--- config.mk ---
export PLATFORM = sky130hd
export DESIGN_NAME = pipe_multiply
export DESIGN_NICKNAME = d
export VERILOG_FILES = /design/src/rtl/pipe_multiply_pkg.sv /design/src/rtl/pipe_multiply_round_shift.sv /design/src/rtl/pipe_multiply.sv
export SDC_FILE = /design/constraint.sdc
export NUM_CORES = 2
export LEC_CHECK = 0
export BUFFER_PORTS_ARGS = -buffer_cell sky130_fd_sc_hd__buf_4
export CAP_MARGIN = 25
export CORE_ASPECT_RATIO = 2
export CORE_MARGIN = 2
export CORE_UTILIZATION = 50
export DETAILED_ROUTE_END_ITERATION = 16
export PLACE_DENSITY = 0.66
export SLEW_MARGIN = 20
export SYNTH_ARGS = -nofsm -noshare
export SYNTH_HDL_FRONTEND = slang
export SYNTH_SLANG_ARGS = --single-unit
--- constraint.sdc ---
create_clock -name clock -period 15.9 [get_ports clock]
set_clock_uncertainty 0.1 [all_clocks]
set_input_delay 1.59 -clock clock [delete_from_list [all_inputs] [get_ports clock]]
set_output_delay 1.59 -clock clock [all_outputs]
set_load 0.05 [all_outputs]
--- src/rtl/pipe_multiply_pkg.sv ---
// r22sdf_pkg: shared constants and helpers for the complex twiddle multiplier.
// MULT_LATENCY is the number of advancing cycles from input to output transfer.
package r22sdf_pkg;

  localparam int MULT_LATENCY = 3;

  // Half of one output LSB for a Q1.(tw-1) twiddle: 2^(tw-2).
  function automatic logic signed [63:0] round_offset(input int tw);
    return 64'sd1 <<< (tw - 32'sd2);
  endfunction

  // Largest value representable in a w-bit two's complement word.
  function automatic logic signed [63:0] sat_max(input int w);
    return (64'sd1 <<< (w - 32'sd1)) - 64'sd1;
  endfunction

  // Smallest value representable in a w-bit two's complement word.
  function automatic logic signed [63:0] sat_min(input int w);
    return -(64'sd1 <<< (w - 32'sd1));
  endfunction

endpackage

--- src/rtl/pipe_multiply_round_shift.sv ---
// round_shift: rounds one full-precision product half up and drops the
// TW_WIDTH-1 fractional twiddle bits, giving a WIDTH+1-bit signed result.
module round_shift
  import r22sdf_pkg::*;
#(
  parameter int WIDTH    = 16,
  parameter int TW_WIDTH = 16
) (
  input  logic signed [WIDTH+TW_WIDTH-1:0] prod,
  output logic signed [WIDTH:0]            res
);

  localparam int PW = WIDTH + TW_WIDTH;
  localparam logic signed [63:0] RND_FULL = round_offset(TW_WIDTH);
  localparam logic signed [PW-1:0] RND = RND_FULL[PW-1:0];

  logic signed [PW-1:0] biased_s;

  // Bias by half an LSB; |prod| <= 2^(PW-2) so this cannot overflow PW bits.
  always_comb begin
    biased_s = prod + RND;
  end

  // Arithmetic shift floors the biased value; the discarded top bits are sign copies.
  always_comb begin
    res = (WIDTH+1)'(biased_s >>> (TW_WIDTH - 32'sd1));
  end

endmodule

--- src/rtl/pipe_multiply.sv ---
// pipe_multiply: 3-stage complex multiplier m = a * b with a valid/ready
// handshake, half-up rounding and a sticky overflow flag.
// Build option: define PIPE_MULTIPLY_SAT_EN to clamp overflowing components;
// otherwise they wrap to the low WIDTH bits. ovf behaves the same either way.
module pipe_multiply
  import r22sdf_pkg::*;
#(
  parameter int WIDTH    = 16,
  parameter int TW_WIDTH = 16
) (
  input  logic                       clock,
  input  logic                       reset,
  input  logic                       di_en,
  output logic                       di_ready,
  input  logic signed [WIDTH-1:0]    a_re,
  input  logic signed [WIDTH-1:0]    a_im,
  input  logic signed [TW_WIDTH-1:0] b_re,
  input  logic signed [TW_WIDTH-1:0] b_im,
  output logic                       do_en,
  input  logic                       do_ready,
  output logic signed [WIDTH-1:0]    m_re,
  output logic signed [WIDTH-1:0]    m_im,
  output logic                       ovf,
  input  logic                       ovf_clr
);

  localparam int PW = WIDTH + TW_WIDTH;
  // One guard bit above the WIDTH+1 rounded terms keeps the -1 * -1 corner detectable.
  localparam int SW = WIDTH + 2;
  localparam logic signed [63:0] MAX_FULL = sat_max(WIDTH);
  localparam logic signed [63:0] MIN_FULL = sat_min(WIDTH);
  localparam logic signed [SW-1:0] SUM_MAX = MAX_FULL[SW-1:0];
  localparam logic signed [SW-1:0] SUM_MIN = MIN_FULL[SW-1:0];
`ifdef PIPE_MULTIPLY_SAT_EN
  localparam logic signed [WIDTH-1:0] OUT_MAX = MAX_FULL[WIDTH-1:0];
  localparam logic signed [WIDTH-1:0] OUT_MIN = MIN_FULL[WIDTH-1:0];
`endif

  logic                       advance_s;
  logic                       s1_v_r;
  logic signed [WIDTH-1:0]    s1_a_re_r, s1_a_im_r;
  logic signed [TW_WIDTH-1:0] s1_b_re_r, s1_b_im_r;
  logic                       s2_v_r;
  logic signed [PW-1:0]       p_rr_r, p_ii_r, p_ri_r, p_ir_r;
  logic signed [WIDTH:0]      rr_s, ii_s, ri_s, ir_s;
  logic signed [SW-1:0]       re_sum_s, im_sum_s;
  logic                       re_ovf_s, im_ovf_s;
  logic signed [WIDTH-1:0]    re_res_s, im_res_s;

  // Whole pipeline moves together unless a valid output is being held back.
  always_comb begin
    advance_s = !do_en || do_ready;
    di_ready  = advance_s;
  end

  // S1: capture operands and their valid bit.
  always_ff @(posedge clock or posedge reset) begin
    if (reset) begin
      s1_v_r    <= 1'b0;
      s1_a_re_r <= '0;
      s1_a_im_r <= '0;
      s1_b_re_r <= '0;
      s1_b_im_r <= '0;
    end else if (advance_s) begin
      s1_v_r    <= di_en;
      s1_a_re_r <= a_re;
      s1_a_im_r <= a_im;
      s1_b_re_r <= b_re;
      s1_b_im_r <= b_im;
    end
  end

  // S2: register the four full-precision signed partial products.
  always_ff @(posedge clock or posedge reset) begin
    if (reset) begin
      s2_v_r <= 1'b0;
      p_rr_r <= '0;
      p_ii_r <= '0;
      p_ri_r <= '0;
      p_ir_r <= '0;
    end else if (advance_s) begin
      s2_v_r <= s1_v_r;
      p_rr_r <= s1_a_re_r * s1_b_re_r;
      p_ii_r <= s1_a_im_r * s1_b_im_r;
      p_ri_r <= s1_a_re_r * s1_b_im_r;
      p_ir_r <= s1_a_im_r * s1_b_re_r;
    end
  end

  round_shift #(.WIDTH(WIDTH), .TW_WIDTH(TW_WIDTH)) u_rs_rr (.prod(p_rr_r), .res(rr_s));
  round_shift #(.WIDTH(WIDTH), .TW_WIDTH(TW_WIDTH)) u_rs_ii (.prod(p_ii_r), .res(ii_s));
  round_shift #(.WIDTH(WIDTH), .TW_WIDTH(TW_WIDTH)) u_rs_ri (.prod(p_ri_r), .res(ri_s));
  round_shift #(.WIDTH(WIDTH), .TW_WIDTH(TW_WIDTH)) u_rs_ir (.prod(p_ir_r), .res(ir_s));

  // Combine the rounded terms and flag any component outside the WIDTH-bit range.
  always_comb begin
    re_sum_s = {rr_s[WIDTH], rr_s} - {ii_s[WIDTH], ii_s};
    im_sum_s = {ri_s[WIDTH], ri_s} + {ir_s[WIDTH], ir_s};
    re_ovf_s = (re_sum_s > SUM_MAX) || (re_sum_s < SUM_MIN);
    im_ovf_s = (im_sum_s > SUM_MAX) || (im_sum_s < SUM_MIN);
  end

  // Reduce each component to WIDTH bits: clamp or wrap depending on the build.
  always_comb begin
    re_res_s = re_sum_s[WIDTH-1:0];
    im_res_s = im_sum_s[WIDTH-1:0];
`ifdef PIPE_MULTIPLY_SAT_EN
    if (re_ovf_s) begin
      re_res_s = re_sum_s[SW-1] ? OUT_MIN : OUT_MAX;
    end else begin
      re_res_s = re_sum_s[WIDTH-1:0];
    end
    if (im_ovf_s) begin
      im_res_s = im_sum_s[SW-1] ? OUT_MIN : OUT_MAX;
    end else begin
      im_res_s = im_sum_s[WIDTH-1:0];
    end
`endif
  end

  // S3: output register; data only changes when a valid sample arrives.
  always_ff @(posedge clock or posedge reset) begin
    if (reset) begin
      do_en <= 1'b0;
      m_re  <= '0;
      m_im  <= '0;
    end else if (advance_s) begin
      do_en <= s2_v_r;
      if (s2_v_r) begin
        m_re <= re_res_s;
        m_im <= im_res_s;
      end
    end
  end

  // Sticky overflow: a new overflowing S3 load beats a simultaneous clear.
  always_ff @(posedge clock or posedge reset) begin
    if (reset) begin
      ovf <= 1'b0;
    end else if (advance_s && s2_v_r && (re_ovf_s || im_ovf_s)) begin
      ovf <= 1'b1;
    end else if (ovf_clr) begin
      ovf <= 1'b0;
    end
  end

endmodule
---- Word-level counts from Yosys, hierarchy flattened ----
Index checks and enable logic that the tools add are counted.
storage, ports and cells
  memory bits (read-only) ................. 0
  bits in registers ....................... 228
  logic and storage cells ................. 39
  latch bits .............................. 0
  bits of input ports ..................... 69
  memories ................................ 0
  output and inout bits ................... 35
  RAM bits ................................ 0
operators by class
  bitwise logic cells ..................... 0
  reduce and logical (&&, ||, !) cells .... 9
  eq/ne operators ......................... 0
  shifts and indexed selects .............. 0
  div/mod/pow operators ................... 0
  multiplexer cells ....................... 2
  magnitude comparators ................... 4
  $mul .................................... 4
  add/sub/neg operators ................... 6
operator list
  kind                    number
  $add 32x16->32 const B  4
  $mul 16x16->32          4
  $gt 18x16->1 const B    2
  $lt 18x16->1 const B    2
  $add 17x17->18          1
  $sub 17x17->18          1
  $logic_or 1x1->1        4
  $logic_and 1x1->1       2
  $mux 1                  2
  $reduce_and 2->1        1
  $reduce_bool 2->1       1
  $logic_not 1->1         1

---- Logic depth before layout (Yosys ltp) ----
  depth in word-level cells ............... 7
  gate-level depth with buffers ........... 25
  mapped depth without buffers ............ 24

---- Hierarchy ----
From an unflattened synthesis, not the netlist that was laid out.
second synthesis, totals
  cells, all modules ...................... 5,537
  area total of the unflattened synthesis .. 50,174.4 um2
modules (own cells, without submodules)
  module         sequential area each (um2)  times used  cells an instance  area each (um2)
  pipe_multiply  5,705.5                     1           5,373              48,908.2
  round_shift    0.0                         4           41                 316.6

---- Worst setup path before layout ----
OpenSTA, ideal clock, no wires.
  path kind ............................... register to register
  start ................................... reg s1_a_re_r[15]
  end ..................................... reg p_rr_r[28]
  required time ........................... 15.636 ns
  cell stages (with the launch flop) ...... 20
  arrival ................................. 5.906 ns
  path buffers ............................ 1
  clock period less this slack ............ 6.170 ns
  slack ................................... 9.730 ns
  cell sequence ........................... dfrtp_1 -> clkbuf_1 -> nand2_1 -> inv_1 -> fa_1 -> fa_1 -> fa_1 -> fa_1 -> fa_1 -> inv_1 -> fa_1 -> inv_1 -> ha_1 -> and4_1 -> a221o_1 -> a21oi_1 -> nand3b_1 -> a21oi_1 -> xor2_1 -> a21oi_1
on the way
  longest elaborated chain between the ends .. 1
RTL lines
  what                    RTL line             RTL
  from (decl)             pipe_multiply.sv:41  logic signed [WIDTH-1:0] s1_a_re_r, s1_a_im_r;
  from (signal assigned)  pipe_multiply.sv:66  s1_a_re_r <= a_re;
  $mul 16x16->32          pipe_multiply.sv:83  p_rr_r <= s1_a_re_r * s1_b_re_r;
  to (signal assigned)    pipe_multiply.sv:83
  to (decl)               pipe_multiply.sv:44  logic signed [PW-1:0] p_rr_r, p_ii_r, p_ri_r, p_ir_r;
No other way between the ends.
A chain may end at the register's enable or synchronous reset.

---- Worst setup path in the final report ----
  start ................................... reg s1_b_im_r[15]
  end ..................................... reg p_ri_r[29]
on the way
  longest elaborated chain between the ends .. 1
RTL lines
  what                    RTL line             RTL
  from (decl)             pipe_multiply.sv:42  logic signed [TW_WIDTH-1:0] s1_b_re_r, s1_b_im_r;
  from (signal assigned)  pipe_multiply.sv:69  s1_b_im_r <= b_im;
  $mul 16x16->32          pipe_multiply.sv:85  p_ri_r <= s1_a_re_r * s1_b_im_r;
  to (signal assigned)    pipe_multiply.sv:85
  to (decl)               pipe_multiply.sv:44
No other way between the ends.

==> reports/qor.txt <==
Routability cong.: 0.956
Critical Path Source: s1_b_im_r[15]
Clk sinks: 172
GRT Total Usage: 28.3%
Final WL: 125 mm
Area contributors post-synth: fa_1, ha_1, inv_1
Vias in the first global route: 38500
Drt first pass iters: 6
Outcome: completed
CTS root buffer: clkbuf_16
Worst-skew pair later-pin latency: 0.55 ns
Clk slew on worst S/H paths: 0.08 ns
CP required: 16.19 ns
Final TNS setup: 0 ns
Final ANT Viol Nets: 0
Most frequent cell after synthesis: inv_1
Layout cell share with drive strength beyond 1: 4.69%
Chip Height: 434 um
Post-Syn Area: 0.0463 mm2
Max Root-Sink Buffers: 2
Hold Violations, Final: 0
DRC violations left: 0
Final Max Tran Viols: 0
Area fraction of the dominant cell type after synthesis: 45.2%
Final HPWL DP: 94.5 mm
Max-cap violation count: 0
F_max: 0.133 GHz
First-pass GRT wire length: 204 mm
Post-synthesis adder-cell area fraction: 54.8%
# H-tree levels: 4
Hold Path Class: flop to flop
Worst hold start: s1_v_r
FILL cells: 8354
Share of the yosys chip area belonging to registers: 9.29%
Via count: 33600
Via/cell ratio: 5.39
Worst setup SP type: flop
Largest net degree at the start of global routing: 116
Clock buffer count from CTS: 17
Avg Cell Area, Syn: 9.14 um2
Syn. warnings: 0
Synthesis-stage register bit count: 172
Compound-Gate Fraction of Synth Area: 4.52%
Routed WL per cell: 20.0 um
Area delta synth->final: 5.50%
GRT overflow: 0
Post-CTS setup buffers: 0
Most frequent cells after synthesis: inv_1, fa_1, nand2_1, and2_1, ha_1
CP Capture Type: flop
Nets: 6493
RSZ-0062 raised after global routing: false
Starting Density: 50.2%
Iteration-0 DRC Markers: 1869
Synth Area in Simple Gates: 16.5%
Largest fanout on the critical path: 15
Post-Synth XOR/XNOR Area: 3.61%
Resized cells post-CTS: 0
Die width: 219 um
Setup violations, final: 0
FFs w/ async S/R, synth: 100%
Cell taking the most area after synthesis: fa_1
Post-synth EDFFs: 0
Crit path DAT: 7.82 ns
Initial antenna violation count: 1
Synth Flop Type: dfrtp_1
Row count: 158
Multiplexer share of the synthesized area: 0.0945%
Final period utilization: 47.4%
Worst slew margin: 35.1%
Largest family of logic cells by synthesized area: adder cells
CORE AREA: 0.0923 mm2
Syn_nets: 6539
Ports: 104
Crit Path Category: flop to flop
Minimum clock period: 7.53 ns
PortBufs: 103
Yosys cell types: 70
Slew @ Worst Pin: 0.971 ns
Mapped Cells: 5070
Hold_buf cts: 0
FF-to-FF Start: s1_b_im_r[15]
Die Area: 0.0953 mm2
CTS tree: done
sequential cells by signal, summed over array words and instances (netlist names):
signal and cells:
do_en 1, m_im 16, m_re 16, ovf 1, p_ii_r 18, p_ir_r 18, p_ri_r 18, p_rr_r 18
s1_a_im_r 16, s1_a_re_r 16, s1_b_im_r 16, s1_b_re_r 16, s1_v_r 1, s2_v_r 1
cell usage in the layout (no fill, tap or decap), types with 7 or more instances in the layout:
cell type	instances
o21ai_0	87
and3_1	27
xor2_1	69
o21bai_1	7
fa_1	1046
xnor2_1	117
dfrtp_2	8
a21oi_1	100
dfrtp_1	164
a21o_1	35
nand4_1	23
nand3_1	54
nor2_1	138
o31ai_1	9
ha_1	354
a31oi_1	13
inv_1	1147
a211oi_1	14
o21a_1	11
clkbuf_16	17
and2_1	489
and4_1	8
buf_4	166
nand2b_1	32
nand2_1	768
nor3_1	22
routing by layer:
| layer | vias up | GRT usage, % | part of all wire, % |
|---|---|---|---|
| met5 | - | 0 | 0 |
| met2 | 1034 | 52.2 | 53 |
| met4 | 0 | 16.0 | 6.0 |
| li1 | 14800 | - | - |
| met3 | 370 | 3.91 | 5.0 |
| met1 | 17400 | 30.8 | 36 |
cell families after synthesis:
| family | Yosys count |
|---|---|
| compound gates | 329 |
| xor+xnor | 188 |
| fa+ha+maj | 1400 |
| buf+inv | 1383 |
| flops | 172 |
| mux | 4 |
| simple gates | 1594 |
layout make-up:
class	instances	area, um2	share of cell area [%]
flip-flops and latches	172	4310	8.83
multi-input cells	3515	36800	75.4
well taps	1200	1500	3.07
clock inverters	12	151	0.310
diodes	5	12.5	0.0256
inverters	1151	4330	8.86
clock buffers	19	453	0.927
repair buffers	167	1270	2.59
critical path, cell delays in order (launching register included):
cell and delay [ns]:
dfrtp_1 0.72, clkinv_1 0.70, buf_4 0.45, nor2_1 0.15, fa_1 0.44, fa_1 0.53, fa_1 0.44, fa_1 0.41
fa_1 0.51, inv_1 0.05, fa_1 0.48, inv_1 0.05, ha_1 0.33, a21oi_1 0.16, o21ai_0 0.27, a31o_2 0.35
nand2_1 0.19, nand2_1 0.11, a211oi_1 0.47, o21ai_0 0.18, xnor2_1 0.18, a21oi_1 0.10
metrics by stage:
stage / utilization (%) / cells / hold slack (ns) / worst slack [ns] / instance area (um2)
2_1_floorplan: - / 5070 / 0.339 / 9.55 / 46300
3_3_place_gp: 52.3 / 6204 / 0.350 / 8.56 / 48200
3_5_place_dp: 52.3 / 6204 / 0.357 / 8.43 / 48200
4_1_cts: 52.9 / 6235 / 0.375 / 8.38 / 48800
5_1_grt: 52.9 / 6236 / 0.387 / 8.13 / 48900
6_report: 52.9 / 6241 / 0.371 / 8.37 / 48900
worst paths after layout:
check,endpoint,cells after the start,slack [ns]
worst max register to register,p_ri_r[29],21,8.37
worst min-delay path,s1_v_r,2,0.37
max in group asynchronous,s1_b_im_r[10],3,13.06
worst max-delay path,p_ri_r[29],21,8.37
worst min register to register,s1_v_r,2,0.37
min in group asynchronous,m_im[3],2,1.12
Power is not shown: default switching activity piles up to over one toggle a cycle in this logic, so the estimate is an artifact.
